**config.mk**
```make
export PLATFORM = sky130hd
export DESIGN_NAME = coeff_write_initiator
export DESIGN_NICKNAME = d
export VERILOG_FILES = /design/src/rtl/coeff_write_initiator_pkg.sv /design/src/rtl/coeff_write_initiator_ack_timer.sv /design/src/rtl/coeff_write_initiator.sv
export SDC_FILE = /design/constraint.sdc
export NUM_CORES = 1
export LEC_CHECK = 0
export BUFFER_PORTS_ARGS = -buffer_cell sky130_fd_sc_hd__buf_2
export CAP_MARGIN = 10
export CELL_PAD_IN_SITES_DETAIL_PLACEMENT = 1
export CELL_PAD_IN_SITES_GLOBAL_PLACEMENT = 1
export CORE_MARGIN = 2
export CORE_UTILIZATION = 25
export DETAILED_ROUTE_END_ITERATION = 16
export HOLD_SLACK_MARGIN = 0.1
export PLACE_DENSITY = 0.59
export SYNTH_ARGS = -nofsm -noshare
export SYNTH_HDL_FRONTEND = slang
export SYNTH_HIERARCHICAL = 1
export SYNTH_SLANG_ARGS = --single-unit
```
**constraint.sdc**
```tcl
create_clock -name axi_clk -period 1.92 [get_ports axi_clk]
set_input_delay 0.192 -clock axi_clk [delete_from_list [all_inputs] [get_ports axi_clk]]
set_output_delay 0.192 -clock axi_clk [all_outputs]
set_load 0.02 [all_outputs]
```
**src/rtl/coeff_write_initiator_pkg.sv**
```systemverilog
// coeff_write_initiator_pkg
// Shared constants and FSM encoding for the coefficient write initiator.
//   CWI_NUM_CH_PER_LANE   : coefficients per set (one write per channel)
//   CWI_COEFF_WIDTH       : width of each I and Q half
//   CWI_COEFF_ADDR_WIDTH  : write address width
//   CWI_ACK_TIMEOUT       : default cycles to wait for an ack per attempt
//   CWI_MAX_RETRY         : default retries after the first attempt
//   cwi_state_t           : FSM state encoding (CWI_ST_*)
package coeff_write_initiator_pkg;

  localparam int CWI_NUM_CH_PER_LANE  = 24;
  localparam int CWI_COEFF_WIDTH      = 16;
  localparam int CWI_COEFF_ADDR_WIDTH = 5;
  localparam int CWI_ACK_TIMEOUT      = 64;
  localparam int CWI_MAX_RETRY        = 3;

  typedef enum logic [2:0] {
    CWI_ST_IDLE  = 3'd0,
    CWI_ST_FETCH = 3'd1,
    CWI_ST_WRITE = 3'd2,
    CWI_ST_GAP   = 3'd3,
    CWI_ST_DONE  = 3'd4,
    CWI_ST_ERROR = 3'd5
  } cwi_state_t;

endpackage

```
**src/rtl/coeff_write_initiator_ack_timer.sv**
```systemverilog
// coeff_ack_timer
// Per-attempt ack timeout counter plus retry counter for the coefficient
// write initiator. Only present when COEFF_WR_TIMEOUT_EN is defined.
// Ports:
//   clk, rst   : clock, asynchronous active-high reset
//   clear      : new word accepted; zero both counters
//   tick       : one WRITE cycle passed without an ack
//   retry      : start another attempt; zero timer, bump retry count
//   expire     : this tick is the last cycle of the current attempt
//   exhausted  : all retries have been used up
`ifdef COEFF_WR_TIMEOUT_EN
module coeff_ack_timer #(
  parameter int ACK_TIMEOUT = 64,
  parameter int MAX_RETRY   = 3
) (
  input  logic clk,
  input  logic rst,
  input  logic clear,
  input  logic tick,
  input  logic retry,
  output logic expire,
  output logic exhausted
);

  localparam int TW = $clog2(ACK_TIMEOUT + 1);
  localparam int RW = $clog2(MAX_RETRY + 2);

  logic [TW-1:0] tcnt;
  logic [RW-1:0] rcnt;

  always_ff @(posedge clk or posedge rst) begin
    if (rst) begin
      tcnt <= '0;
      rcnt <= '0;
    end else if (clear) begin
      tcnt <= '0;
      rcnt <= '0;
    end else if (retry) begin
      // retry coincides with the expiring tick; the new attempt starts at zero
      tcnt <= '0;
      rcnt <= rcnt + 1'b1;
    end else if (tick) begin
      tcnt <= tcnt + 1'b1;
    end
  end

  assign expire    = tick && (tcnt == TW'(ACK_TIMEOUT - 1));
  assign exhausted = (rcnt == RW'(MAX_RETRY));

endmodule
`endif

```
**src/rtl/coeff_write_initiator.sv**
```systemverilog
// coeff_write_initiator
// Fetches a coefficient set from a ready/valid source and issues one write
// per channel (address 0..NUM_CH-1), holding each write until acked.
// Optional feature macro: COEFF_WR_TIMEOUT_EN (ack timeout with bounded
// retry; without it WRITE waits for ack forever and error_o stays 0).
// Ports:
//   axi_clk, axi_rst : clock, asynchronous active-high reset
//   load_start_i     : pulse that starts loading a set (ignored when busy)
//   coeff_data_i     : {Q,I} source word
//   coeff_valid_i    : source word valid
//   coeff_ready_o    : high in FETCH; word taken when valid && ready
//   axi_addr         : write address
//   axi_data_w       : write data
//   axi_we           : write request, held until axi_ack
//   axi_ack          : responder completion (ignored while axi_we is low)
//   busy_o           : load in progress
//   done_o           : one-cycle pulse when the whole set is written
//   error_o          : sticky timeout error, cleared by next load_start_i
//   words_written_o  : acked writes in the current or last load
module coeff_write_initiator
  import coeff_write_initiator_pkg::*;
#(
  parameter int NUM_CH      = CWI_NUM_CH_PER_LANE,
  parameter int COEFF_WIDTH = CWI_COEFF_WIDTH,
  parameter int ADDR_WIDTH  = CWI_COEFF_ADDR_WIDTH
`ifdef COEFF_WR_TIMEOUT_EN
  ,
  parameter int ACK_TIMEOUT = CWI_ACK_TIMEOUT,
  parameter int MAX_RETRY   = CWI_MAX_RETRY
`endif
) (
  input  logic                     axi_clk,
  input  logic                     axi_rst,
  input  logic                     load_start_i,
  input  logic [2*COEFF_WIDTH-1:0] coeff_data_i,
  input  logic                     coeff_valid_i,
  output logic                     coeff_ready_o,
  output logic [ADDR_WIDTH-1:0]    axi_addr,
  output logic [2*COEFF_WIDTH-1:0] axi_data_w,
  output logic                     axi_we,
  input  logic                     axi_ack,
  output logic                     busy_o,
  output logic                     done_o,
  output logic                     error_o,
  output logic [7:0]               words_written_o
);

  localparam logic [ADDR_WIDTH-1:0] LAST_ADDR = ADDR_WIDTH'(NUM_CH - 1);

  cwi_state_t            state;
  logic [ADDR_WIDTH-1:0] addr_cnt;
  logic                  accept;

  assign accept = (state == CWI_ST_FETCH) && coeff_valid_i && coeff_ready_o;

`ifdef COEFF_WR_TIMEOUT_EN
  logic tick;
  logic retry;
  logic expire;
  logic exhausted;
  // set when GAP is the pause between two attempts of the same word
  logic retry_gap;

  assign tick  = (state == CWI_ST_WRITE) && !axi_ack;
  assign retry = expire && !exhausted;

  coeff_ack_timer #(
    .ACK_TIMEOUT(ACK_TIMEOUT),
    .MAX_RETRY  (MAX_RETRY)
  ) u_ack_timer (
    .clk      (axi_clk),
    .rst      (axi_rst),
    .clear    (accept),
    .tick     (tick),
    .retry    (retry),
    .expire   (expire),
    .exhausted(exhausted)
  );
`endif

  always_ff @(posedge axi_clk or posedge axi_rst) begin
    if (axi_rst) begin
      state           <= CWI_ST_IDLE;
      addr_cnt        <= '0;
      axi_addr        <= '0;
      axi_data_w      <= '0;
      axi_we          <= 1'b0;
      coeff_ready_o   <= 1'b0;
      busy_o          <= 1'b0;
      done_o          <= 1'b0;
      error_o         <= 1'b0;
      words_written_o <= '0;
`ifdef COEFF_WR_TIMEOUT_EN
      retry_gap       <= 1'b0;
`endif
    end else begin
      done_o <= 1'b0;
      case (state)
        CWI_ST_IDLE: begin
          if (load_start_i) begin
            words_written_o <= '0;
            addr_cnt        <= '0;
            error_o         <= 1'b0;
            coeff_ready_o   <= 1'b1;
            busy_o          <= 1'b1;
            state           <= CWI_ST_FETCH;
          end
        end

        CWI_ST_FETCH: begin
          if (accept) begin
            axi_data_w    <= coeff_data_i;
            axi_addr      <= addr_cnt;
            axi_we        <= 1'b1;
            coeff_ready_o <= 1'b0;
            state         <= CWI_ST_WRITE;
          end
        end

        CWI_ST_WRITE: begin
          if (axi_ack) begin
            axi_we          <= 1'b0;
            words_written_o <= words_written_o + 8'd1;
            if (axi_addr == LAST_ADDR) begin
              // counter stays at the last address so it never wraps
              done_o <= 1'b1;
              state  <= CWI_ST_DONE;
            end else begin
              addr_cnt <= addr_cnt + 1'b1;
              state    <= CWI_ST_GAP;
            end
          end
`ifdef COEFF_WR_TIMEOUT_EN
          else if (expire) begin
            axi_we <= 1'b0;
            if (exhausted) begin
              error_o <= 1'b1;
              state   <= CWI_ST_ERROR;
            end else begin
              retry_gap <= 1'b1;
              state     <= CWI_ST_GAP;
            end
          end
`endif
        end

        CWI_ST_GAP: begin
`ifdef COEFF_WR_TIMEOUT_EN
          if (retry_gap) begin
            // re-issue the same address and data after the one-cycle drop
            retry_gap <= 1'b0;
            axi_we    <= 1'b1;
            state     <= CWI_ST_WRITE;
          end else begin
            coeff_ready_o <= 1'b1;
            state         <= CWI_ST_FETCH;
          end
`else
          coeff_ready_o <= 1'b1;
          state         <= CWI_ST_FETCH;
`endif
        end

        CWI_ST_DONE: begin
          busy_o <= 1'b0;
          state  <= CWI_ST_IDLE;
        end

        CWI_ST_ERROR: begin
          busy_o <= 1'b0;
          state  <= CWI_ST_IDLE;
        end

        default: begin
          axi_we        <= 1'b0;
          coeff_ready_o <= 1'b0;
          busy_o        <= 1'b0;
          state         <= CWI_ST_IDLE;
        end
      endcase
    end
  end

endmodule

```
# Word level (Yosys, flattened, before mapping)
# Cells that the tools add are included.
[totals] register_bits=57 output_inout_bits=50
[classes] add_sub_neg=2 eq_ne=10 n_mux=22 n_bitwise=3 reduce_logical=14
[ops] op="2-to-1 mux 8 bit" n=2
[ops] op="case mux 8 bit (2 select lines)" n=1
[ops] op="2-to-1 mux 5 bit" n=3
[ops] op="2-to-1 mux 3 bit" n=4
[ops] op="case mux 3 bit (4 select lines)" n=1
[ops] op="AND reduction 3 bit" n=4
[ops] op="case mux 5 bit (2 select lines)" n=1
[ops] op="adder 8 x 1 -> 8 bit (second input constant)" n=1
[ops] op="!= test 2 bit (second input constant)" n=4
[ops] op="2-to-1 mux 1 bit" n=7
[ops] op="== test 3 x 2 -> 1 bit (second input constant)" n=2
[ops] op="== test 3 bit (second input constant)" n=2
[ops] op="OR reduction 3 bit" n=2
[ops] op="adder 5 x 1 -> 5 bit (second input constant)" n=1
[ops] op="== test 5 bit (second input constant)" n=1
[ops] op="case mux 1 bit (4 select lines)" n=1
[ops] op="AND reduction 2 bit" n=2
[ops] op="AND reduction 4 bit" n=1
[ops] op="OR reduction 4 bit" n=1
[ops] op="== test 3 x 1 -> 1 bit (second input constant)" n=1
[ops] op="zero test 3 bit" n=1
[ops] op="NOT 1 bit" n=3
[ops] op="case mux 1 bit (3 select lines)" n=1
[ops] op="logical AND 1 bit" n=2
[ops] op="2 further kinds" n=2

# Logic depth before layout (Yosys ltp)
[depth] depth_word=5 mapped_depth=6

# Least setup slack after synthesis
# No wires, ideal clock.
[synth_path] path_kind="register to register" from="register coeff_ready_o" to="register axi_data_w[10]" setup_ps=128 t_arrival_ps=1581 required_ps=1792 slack_ps=212 stages_incl_launch_ff=6 period_less_slack_ps=1708 path_cell_list="dfrtp_1 and3b_1 and3_1 buf_2 buf_2 mux2_1"
[synth_via] elab_chain_len=2
[synth_lines] item="from (decl)" line="coeff_write_initiator.sv:37" text="output logic coeff_ready_o,"
[synth_lines] item="from (signal assigned)" line="coeff_write_initiator.sv:88" text="coeff_ready_o <= 1'b0;"
[synth_lines] item="from (signal assigned)" line="coeff_write_initiator.sv:104" text="coeff_ready_o <= 1'b1;"
[synth_lines] item="from (signal assigned)" line="coeff_write_initiator.sv:115" text="coeff_ready_o <= 1'b0;"
[synth_lines] item="logical AND 1 bit" line="coeff_write_initiator.sv:54" text="assign accept = (state == CWI_ST_FETCH) && coeff_valid_i && coeff_ready_o;"
[synth_lines] item="AND reduction 2 bit (no line)"
[synth_lines] item="to (signal assigned)" line="coeff_write_initiator.sv:112" text="axi_data_w <= coeff_data_i;"
[synth_lines] item="to (decl)" line="coeff_write_initiator.sv:39" text="output logic [2*COEFF_WIDTH-1:0] axi_data_w,"
# No other way between the ends.
# A chain may end at the register's enable or synchronous reset.

# Worst setup path after layout
[layout_path] from="register state[0]" to="register words_written_o[3]"
[layout_via] elab_chain_len=3 elab_cells_between_ends=7
[layout_lines] item="from (decl)" line="coeff_write_initiator.sv:50" text="cwi_state_t state;"
[layout_lines] item="from (signal assigned)" line="coeff_write_initiator.sv:83" text="state <= CWI_ST_IDLE;"
[layout_lines] item="from (signal assigned)" line="coeff_write_initiator.sv:106" text="state <= CWI_ST_FETCH;"
[layout_lines] item="from (signal assigned)" line="coeff_write_initiator.sv:116" text="state <= CWI_ST_WRITE;"
[layout_lines] item="== test 3 x 2 -> 1 bit / zero test 3 bit (equally long branches)" line="coeff_write_initiator.sv:98" text="case (state)"
[layout_lines] item="!= test 2 bit (no line) / nonzero test 2 bit (equally long branches)"
[layout_lines] item="AND reduction 3 bit (no line)"
[layout_lines] item="to (signal assigned)" line="coeff_write_initiator.sv:123" text="words_written_o <= words_written_o + 8'd1;"
[layout_lines] item="to (decl)" line="coeff_write_initiator.sv:45" text="output logic [7:0] words_written_o"
# Several ways; a longest one is shown, not always the timed one.

==> impl_metrics.env <==
export IMPL_status="completed"
export IMPL_syn_area_sq_um=2400
export IMPL_cts_buffer_depth=2
export IMPL_drt_iter0_drc=18
export IMPL_start_util=0.258
export IMPL_slew_violations=0
export IMPL_synth_most_common_cell="dfrtp_1"
export IMPL_placed_area_sq_um=3020
export IMPL_wl_per_cell_um=13.6
export IMPL_fin_crit_ns=1.76
export IMPL_drive_gt1_frac=0.389
export IMPL_ys_types=40
export IMPL_grt_pass1_vias=2036
export IMPL_cts_repair_resized=0
export IMPL_irDropWorstVdd_v=0.000322
export IMPL_grt_usage=0.123
export IMPL_cts_root_buffer="clkbuf_8"
export IMPL_cts_setup_buffers=0
export IMPL_placed_cells=397
export IMPL_critPathArrivalTime_ns=2.04
export IMPL_cap_violations=0
export IMPL_synth_edf_count=0
export IMPL_hold_violations=0
export IMPL_avgSynthCellArea_sq_um=13.0
export IMPL_fill_cells=1039
export IMPL_antenna_found_initial=0
export IMPL_fmax_mhz=567
export IMPL_hpwl_um=4120
export IMPL_p_total_w=0.00486
export IMPL_ys_warn_count=6
export IMPL_min_period_over_period=0.919
export IMPL_area_delta_synth_final_pct=47.5
export IMPL_power_density_nw_per_um2=1370
export IMPL_numCtsBuffers=9
export IMPL_vias=1908
export IMPL_first_pass_iters=4
export IMPL_grt_max_degree=26
export IMPL_setup_tns_ns=0
export IMPL_cts_tree="yes"
export IMPL_clock_sinks=57
export IMPL_ys_seq_area_frac=0.595
export IMPL_rsz0062_at_grt="no"
export IMPL_drc=0
export IMPL_core_sq_um=9280
export IMPL_cts_hold_buffers=32
export IMPL_clkSlewWorstSetupHoldPaths_ns=0.07
export IMPL_start_kind="flip-flop"
export IMPL_swShare=0.373
export IMPL_fin_skew_ns=0.00644
export IMPL_grt_pass1_wl_um=9740
export IMPL_synth_top_area_share=0.595
export IMPL_p_clk_frac=0.219
export IMPL_synth_cells=184
export IMPL_wl_um=6070
export IMPL_required_ns=2.19
export IMPL_dieWidth_um=102
export IMPL_yosysTopAreaCell="dfrtp_1"
export IMPL_netSwitchingPower_w=0.00181
export IMPL_internal_power_w=0.00305
export IMPL_crit_fanout=9
export IMPL_antennaDiodeCount=0
export IMPL_synthArstFlopShare=1.00
export IMPL_final_net_count=350
export IMPL_synth_fp_nets=223
export IMPL_postRouteAntennaNets=0
export IMPL_htreeDepth=3
export IMPL_criticalPathCategory="reg -> reg"
export IMPL_sequentialPowerShare=0.388
export IMPL_synth_area_leaders="dfrtp_1 (60%), mux2_1 (12%), mux2_2 (5.6%)"
export IMPL_synth_ff_latch_count=57
export IMPL_die_area_sq_um=10400
export IMPL_overflow=0
export IMPL_row_count=35
export IMPL_viasPerCell=4.29
export IMPL_portBuffers=85
export IMPL_setup_viol=0
export IMPL_hold_ws_ns=0.123
export IMPL_yosys_top_cells_count="dfrtp_1 (57), mux2_1 (25), mux2_2 (12)"
export IMPL_crit_path_end_kind="flip-flop"
export IMPL_synth_flop_cell="dfrtp_1"
export IMPL_dieHeight_um=102
export IMPL_clock_latency_ns=0.33
export IMPL_gp_congestion=0.699
export IMPL_power_leakage_nw=1.70
export IMPL_final_cell_area_sq_um=3530
export IMPL_combPwrFrac=0.392
export IMPL_io_pins=87
export IMPL_hold_path_class="in -> reg"
export IMPL_layoutNonFillerInstCount=445
[flip-flops by register name (all words and copies together), names as in the netlist]
signal / count
axi_we: 1
done_o: 1
axi_addr: 5
words_written_o: 8
axi_data_w: 32
addr_cnt: 5
busy_o: 1
state: 3
coeff_ready_o: 1
[stage by stage]
step | worst slack (ns) | util
after floorplan | 0.212 | -
after global placement | 0.197 | 0.325
after detailed placement | 0.179 | 0.325
after CTS | 0.153 | 0.381
after global routing | 0.0367 | 0.381
final | 0.156 | 0.381
[metal layers]
| metal | track usage | wire [um] |
|---|---|---|
| met5 | 0 | 0 |
| met4 | 0.0482 | 67 |
| met1 | 0.147 | 2670 |
| met3 | 0.0397 | 357 |
| met2 | 0.206 | 2980 |
[critical path: stages, from the launching register on]
cell and delay (ns):
dfrtp_1 0.48, or2_4 0.32, or2_1 0.34, or4_1 0.49, nand2_1 0.08
[worst paths after layout]
check | to | from | cells after the start | slack [ns]
hold / removal | axi_data_w[6] | coeff_data_i[6] | 2 | 0.12
hold reg to reg | busy_o | busy_o | 1 | 0.48
min in group asynchronous | axi_data_w[23] | axi_rst | 3 | 0.39
setup reg to reg | words_written_o[3] | state[0] | 4 | 0.16
setup / recovery | words_written_o[3] | state[0] | 4 | 0.16
max in group asynchronous | axi_data_w[2] | axi_rst | 4 | 0.97
[kinds of logic (layout without fill, tap and decap cells)]
group                      after synthesis  after routing  share of synthesized area
xor gates and xnor gates                 5              5                     0.0183
buffers and inverters                   12            144                     0.0235
AOI/OAI and AO/OA                       19             19                     0.0559
other                                    1              1                    0.00157
DFF                                     57             57                      0.595
adders and majority gates                2              2                     0.0104
and+or+nand+nor                         50             50                      0.117
muxes                                   38             38                      0.178
[cells in the final DEF (no fill, tap or decap), types with 2 or more instances in the layout]
cell,n
o31ai_1,5
clkbuf_8,13
xor2_1,2
o21ai_0,3
inv_1,3
ha_1,2
dlygate4sd3_1,32
buf_2,85
or3_1,2
a21o_1,3
o41ai_1,2
clkinv_2,2
xnor2_1,3
nand2_1,10
nand2b_1,2
nand3_1,7
nor2_1,7
buf_4,5
buf_12,2
mux2_1,25
mux2_2,12
nor4_1,6
dfrtp_1,57
and2_1,2
nor2b_1,2
a21oi_1,2
[power groups by stage]
stage	combinational, W	sequential (W)	clock (W)
5_1_grt	0.00208	0.00195	0.00117
4_1_cts	0.00193	0.00189	0.00111
6_report	0.00191	0.00189	0.00107
2_1_floorplan	0.000758	0.00235	0
3_3_place_gp	0.00185	0.00189	0
3_5_place_dp	0.00187	0.00191	0
[layout make-up]
cell class                 count  area, sq um  share of cell area
clock buffer                  14          183              0.0517
clock inverter                 2         10.0             0.00283
inverter                       4         15.0             0.00425
multi-input combinational    115          915               0.259
sequential                    57         1430               0.404
tap                          129          161              0.0457
timing repair buffer         124          823               0.233
Note: power is estimated with default switching activity, not from simulation.
